## src/rtl/alu32_pkg.sv

```systemverilog
// Shared widths and FSM encodings for the ALU32 op sequencer.
package alu32_pkg;

    localparam int unsigned OP_W = 3;

    typedef enum logic [1:0] {
        ST_IDLE = 2'd0,
        ST_WAIT = 2'd1,
        ST_HOLD = 2'd2
    } state_e;

endpackage

```

## src/rtl/alu32_op_fifo.sv

```systemverilog
// Synchronous FIFO holding pending ALU ops; count/full/empty are registered.
module alu32_op_fifo #(
    parameter int unsigned WIDTH = 67,
    parameter int unsigned DEPTH = 4
) (
    input  logic                       clk,
    input  logic                       rst,
    input  logic                       push,
    input  logic                       pop,
    input  logic [WIDTH-1:0]           wr_data,
    output logic [WIDTH-1:0]           rd_data,
    output logic [$clog2(DEPTH):0]     count,
    output logic                       full,
    output logic                       empty
);

    localparam int unsigned AW = $clog2(DEPTH);
    localparam int unsigned CW = AW + 1;

    logic [WIDTH-1:0] mem [DEPTH];
    logic [AW-1:0]    wr_ptr;
    logic [AW-1:0]    rd_ptr;
    logic             do_push;
    logic             do_pop;
    logic [CW-1:0]    count_nxt;

    // A push is refused while full even when a pop frees a slot on the same edge.
    assign do_push   = push & ~full;
    assign do_pop    = pop & ~empty;
    assign count_nxt = count + CW'(do_push) - CW'(do_pop);
    assign rd_data   = mem[rd_ptr];

    always_ff @(posedge clk) begin
        if (do_push) begin
            mem[wr_ptr] <= wr_data;
        end
    end

    always_ff @(posedge clk) begin
        if (rst) begin
            wr_ptr <= '0;
            rd_ptr <= '0;
            count  <= '0;
            full   <= 1'b0;
            empty  <= 1'b1;
        end else begin
            if (do_push) begin
                wr_ptr <= wr_ptr + AW'(1);
            end
            if (do_pop) begin
                rd_ptr <= rd_ptr + AW'(1);
            end
            count <= count_nxt;
            full  <= (count_nxt == CW'(DEPTH));
            empty <= (count_nxt == '0);
        end
    end

endmodule

```

## src/rtl/alu32_op_sequencer.sv

```systemverilog
// Issue stage for the ALU32 datapath: queues ops, issues one at a time,
// waits a fixed ALU latency, then presents the captured result downstream.
module alu32_op_sequencer
    import alu32_pkg::*;
#(
    parameter int unsigned DATA_W  = 32,
    parameter int unsigned DEPTH   = 4,
    parameter int unsigned ALU_LAT = 1
) (
    input  logic              clk,
    input  logic              rst,
    input  logic              in_valid,
    output logic              in_ready,
    input  logic [OP_W-1:0]   in_op,
    input  logic [DATA_W-1:0] in_a,
    input  logic [DATA_W-1:0] in_b,
    output logic              dec_a0,
    output logic              dec_a1,
    output logic              dec_a2,
    output logic [DATA_W-1:0] alu_a,
    output logic [DATA_W-1:0] alu_b,
    input  logic [DATA_W-1:0] alu_result,
    output logic              out_valid,
    input  logic              out_ready,
    output logic [OP_W-1:0]   out_op,
    output logic [DATA_W-1:0] out_result,
    output logic              busy
);

    localparam int unsigned ENT_W = OP_W + 2 * DATA_W;
    localparam int unsigned CW    = $clog2(DEPTH) + 1;
    localparam int unsigned LW    = (ALU_LAT > 1) ? $clog2(ALU_LAT) : 1;

    state_e            state;
    logic [LW-1:0]     lat_cnt;
    logic [OP_W-1:0]   issue_op;
    logic [ENT_W-1:0]  fifo_rd;
    logic [CW-1:0]     fifo_count;
    logic              fifo_full;
    logic              fifo_empty;
    logic              push_c;
    logic              pop_c;
    logic              to_idle_c;
    logic [CW-1:0]     cnt_after_c;
    logic              busy_nxt_c;

    alu32_op_fifo #(
        .WIDTH (ENT_W),
        .DEPTH (DEPTH)
    ) u_fifo (
        .clk     (clk),
        .rst     (rst),
        .push    (push_c),
        .pop     (pop_c),
        .wr_data ({in_op, in_a, in_b}),
        .rd_data (fifo_rd),
        .count   (fifo_count),
        .full    (fifo_full),
        .empty   (fifo_empty)
    );

    assign in_ready = ~fifo_full;
    assign dec_a0   = issue_op[0];
    assign dec_a1   = issue_op[1];
    assign dec_a2   = issue_op[2];

    // Pop decision and the post-edge occupancy used to register busy.
    always_comb begin
        push_c    = in_valid & ~fifo_full;
        pop_c     = 1'b0;
        to_idle_c = 1'b0;
        case (state)
            ST_IDLE: begin
                pop_c     = ~fifo_empty;
                to_idle_c = fifo_empty;
            end
            ST_HOLD: begin
                if (out_ready) begin
                    pop_c     = ~fifo_empty;
                    to_idle_c = fifo_empty;
                end
            end
            default: begin
            end
        endcase
        cnt_after_c = fifo_count + CW'(push_c) - CW'(pop_c);
        busy_nxt_c  = ~to_idle_c | (cnt_after_c != '0);
    end

    always_ff @(posedge clk) begin
        if (rst) begin
            state      <= ST_IDLE;
            lat_cnt    <= '0;
            issue_op   <= '0;
            alu_a      <= '0;
            alu_b      <= '0;
            out_op     <= '0;
            out_result <= '0;
            out_valid  <= 1'b0;
            busy       <= 1'b0;
        end else begin
            busy <= busy_nxt_c;
            if (pop_c) begin
                {issue_op, alu_a, alu_b} <= fifo_rd;
                lat_cnt                  <= LW'(ALU_LAT - 1);
            end
            case (state)
                ST_IDLE: begin
                    if (pop_c) begin
                        state <= ST_WAIT;
                    end
                end
                ST_WAIT: begin
                    if (lat_cnt != '0) begin
                        lat_cnt <= lat_cnt - LW'(1);
                    end else begin
                        out_result <= alu_result;
                        out_op     <= issue_op;
                        out_valid  <= 1'b1;
                        state      <= ST_HOLD;
                    end
                end
                ST_HOLD: begin
                    if (out_ready) begin
                        out_valid <= 1'b0;
                        state     <= pop_c ? ST_WAIT : ST_IDLE;
                    end
                end
                default: begin
                    state <= ST_IDLE;
                end
            endcase
        end
    end

endmodule

```

## config.mk

```make
export PLATFORM = sky130hd
export DESIGN_NAME = alu32_op_sequencer
export DESIGN_NICKNAME = d
export VERILOG_FILES = /design/src/rtl/alu32_pkg.sv /design/src/rtl/alu32_op_fifo.sv /design/src/rtl/alu32_op_sequencer.sv
export SDC_FILE = /design/constraint.sdc
export NUM_CORES = 1
export LEC_CHECK = 0
export BUFFER_PORTS_ARGS = -buffer_cell sky130_fd_sc_hd__buf_4
export CORE_MARGIN = 4
export CORE_UTILIZATION = 60
export CTS_CLUSTER_DIAMETER = 40
export DETAILED_ROUTE_END_ITERATION = 16
export GPL_ROUTABILITY_DRIVEN = 1
export HOLD_SLACK_MARGIN = 0.1
export PLACE_DENSITY = 0.8
export SLEW_MARGIN = 20
export SYNTH_ARGS = -nofsm -noshare
export SYNTH_HDL_FRONTEND = slang
export SYNTH_HIERARCHICAL = 1
export SYNTH_SLANG_ARGS = --single-unit
```

## constraint.sdc

```tcl
create_clock -name clk -period 6.83 [get_ports clk]
set_input_delay 0.3415 -clock clk [delete_from_list [all_inputs] [get_ports clk]]
set_output_delay 0.3415 -clock clk [all_outputs]
set_load 0.01 [all_outputs]
```

==> impl_metrics.yaml <==
setup_path:
  path_cells: "and2b_2, buf_4, nor2_1, nor2b_1, ha_1, inv_1, ha_1, inv_1, fa_1, xnor2_1, nor4b_1"
  r2r-start: "state[1]"
  cp.arrival_ns: 3.76
  cp_slowest_stage_delay_ns: 0.68
  critPathKind: "reg2reg"
  r2r_cells: 11
  cp-start-kind: "flip-flop"
  cp_data_required_time_ns: 7.24
  reg2reg_to: "u_fifo/full"
  reg2reg_setup_slack_ns: 3.48
  crit_fanout: 68
  crit_path_end_kind: "flip-flop"
  cp_slowest_cell: "buf_4"
  critPathBufInv: 3
  crit_family: "simple AND/OR/NAND/NOR gates"
outcome:
  status: "finished clean"
synth:
  avgSynthCellArea_um2: 16.0
  yosys.area.top_type_share_pct: 56.1
  netlist_area_um2: 14400
  synth-seq-cells: 386
  yosys.area.top_type: "edfxtp_1"
  synthTopCellsByCount: "edfxtp_1, dfxtp_1, a21oi_1"
  synth_warnings: 6
  ys_seq_area_share_pct: 72.5
  synth_cell_type_count: 39
  synth_ff_type: "edfxtp_1"
  synth_area_leaders: "edfxtp_1, dfxtp_1, mux4_2, a21oi_1, nand3_1"
  async_reset_ff_share_pct: 0
  syn-num-nets: 1009
  synthCells: 896
  synth_edf_count: 268
  yosysMostFrequentCell: "edfxtp_1"
sta:
  fin_worst_skew_ns: 0.0247
  min_period_over_period_pct: 49.0
  finalHoldViolations: 0
  drv_slew: 0
  setup_viol: 0
  timing.final.crit_period_ns: 3.35
  rsz0062_at_grt: "no"
  slew_headroom_pct: 23.4
  fin_setup_tns_ns: 0
  timing.fmax_mhz: 299
  max_slew.worst_pin.slew_ns: 1.15
clocking:
  clk_latency_ns: 0.54
  cts_tree: "done"
  postCtsSetupBuffers: 0
  cts-htree-levels: 2
  clockRootBuffer: "clkbuf_16"
  clk_pin_slew_ns: 0.05
  clock_sinks: 386
  cts_buffers: 43
  cts_buffer_depth: 3
placed_design:
  dp_hpwl_um: 16700
  globalplace.congestion: 0.732
  io_buffers: 207
floorplan:
  start_util_pct: 61.1
  die_h_um: 163
  core_area_um2: 23500
  ios: 208
  fp.dieArea_um2: 26500
  fp-row-count: 56
  die_w_um: 163
drt:
  vias: 8834
  drc: 0
  drt_iter0_drc: 760
  wl_per_cell_um: 21.7
  firstDrtPassIters: 5
  postRouteAntennaNets: 0
  vias_per_cell: 5.73
  wl_um: 33500
global_routing:
  grt_max_degree: 99
  grt_pass1_wl_um: 51600
  grt_overflow_total: 0
  track_usage_pct: 25.1
  grt_pass1_vias: 9285
  antenna_found_initial: 2
power:
  powerDensity_nw_per_um2: 395
  p_leak_nw: 6.55
  p_clk_share_pct: 32.5
  seqPwrFrac_pct: 44.6
  p_sw_mw: 2.07
  comb_power_share_pct: 22.9
  power_mw: 7.29
  ir_worst_vdd_mv: 0.366
  switching_share_pct: 28.4
  intPower_mw: 5.21
run:
  maxCapViolations: 0
worst_hold_path:
  hold_depth: 2
  hold_class: "in2reg"
  hold_end: "out_result[17]"
  min-delay-start: "rst"
final_layout:
  syn_to_final_growth_pct: 28.5
  nNetsFinal: 1300
  layout-drive-gt1-share_pct: 30.8
-- per-layer routing --
metal	track usage (%)	vias to the layer above	wire length, um
met5	0	-	0
met4	8.43	0	880
met3	4.78	72	2640
met2	43.8	398	17000
met1	32.2	4370	12900
li1	-	3994	-
-- registers in the layout, summed over array words and instances, names as in the netlist, named ones only --
| name | count |
|---|---|
| lat_cnt | 1 |
| alu_b | 32 |
| busy | 1 |
| out_result | 32 |
| u_fifo/count | 3 |
| issue_op | 3 |
| out_op | 3 |
| out_valid | 1 |
| u_fifo/wr_ptr | 2 |
| u_fifo/rd_ptr | 2 |
| u_fifo/empty | 1 |
| state | 2 |
| u_fifo/mem | 268 |
| u_fifo/full | 1 |
| alu_a | 32 |
-- how the worst max path moves through the flow --
stage	startpoint	end	cells past startpoint
finish	state[1]	u_fifo/full	11
detailed placement	state[1]	u_fifo/full	11
global route	state[1]	u_fifo/empty	11
floorplan	u_fifo/full	u_fifo/mem[0][0]	6
global placement	state[1]	u_fifo/empty	11
CTS	state[1]	u_fifo/full	11
-- what timing repair did --
action,in CTS,in global routing
hold buffers,100,0
hold endpoints to repair,301,0
resized for setup,0,0
-- cell type report --
cell class	instances	area (um^2)
Clock buffer	55	1210
Sequential cell	386	10400
Clock inverter	25	282
Inverter	12	45.0
Tap cell	319	399
Antenna cell	2	5.00
Timing Repair Buffer	313	2600
Multi-Input combinational cell	431	3470
Fill cell	1258	5040
-- metrics by stage --
step	cells	setup slack [ns]	area, um^2	hold slack, ns	utilization (%)
finish	1543	3.48	18400	0.165	78.5
global route	1543	3.28	18400	0.165	78.5
CTS	1541	3.50	18400	0.128	78.5
detailed placement	1361	3.52	15900	0.447	67.9
global placement	1361	3.66	15900	0.443	67.9
floorplan	896	3.93	14400	0.440	-
-- cell usage in the layout (no fill, tap or decap), types with 3 or more instances in the layout --
cell | Yosys | routed
mux4_2 | 67 | 67
nor2_1 | 11 | 11
edfxtp_1 | 268 | 268
xnor2_1 | 5 | 5
inv_4 | 0 | 3
clkbuf_8 | 0 | 3
o21ai_1 | 10 | 10
clkinv_4 | 0 | 6
and2_4 | 0 | 4
dfxtp_1 | 118 | 116
nor2b_1 | 4 | 4
bufinv_16 | 0 | 4
nand2_1 | 73 | 73
dlygate4sd3_1 | 0 | 100
clkbuf_1 | 25 | 6
buf_4 | 8 | 213
clkinv_2 | 0 | 3
o21ai_2 | 10 | 10
clkinvlp_4 | 0 | 3
inv_1 | 12 | 12
a21oi_1 | 105 | 105
clkbuf_16 | 0 | 46
o21ai_0 | 48 | 48
nand3_1 | 67 | 67
ha_1 | 8 | 8
-- cells by family after synthesis --
logic type	Yosys count	synth area share (%)
adders and majority gates	10	0.976
DFF	386	72.5
AOI/OAI and AO/OA	177	6.50
xor gates and xnor gates	7	0.427
and+or+nand+nor	169	5.54
buffers and inverters	79	3.43
muxes	68	10.6
-- power by group through the flow --
stage          Combinational, mW  Clock (mW)  Sequential [mW]
2_1_floorplan               1.07           0             3.27
3_3_place_gp                1.56           0             3.27
3_5_place_dp                1.60           0             3.29
4_1_cts                     1.66        2.39             3.25
5_1_grt                     1.81        2.50             3.30
6_report                    1.67        2.36             3.25
No activity file was read; power rests on OpenSTA's default activity.
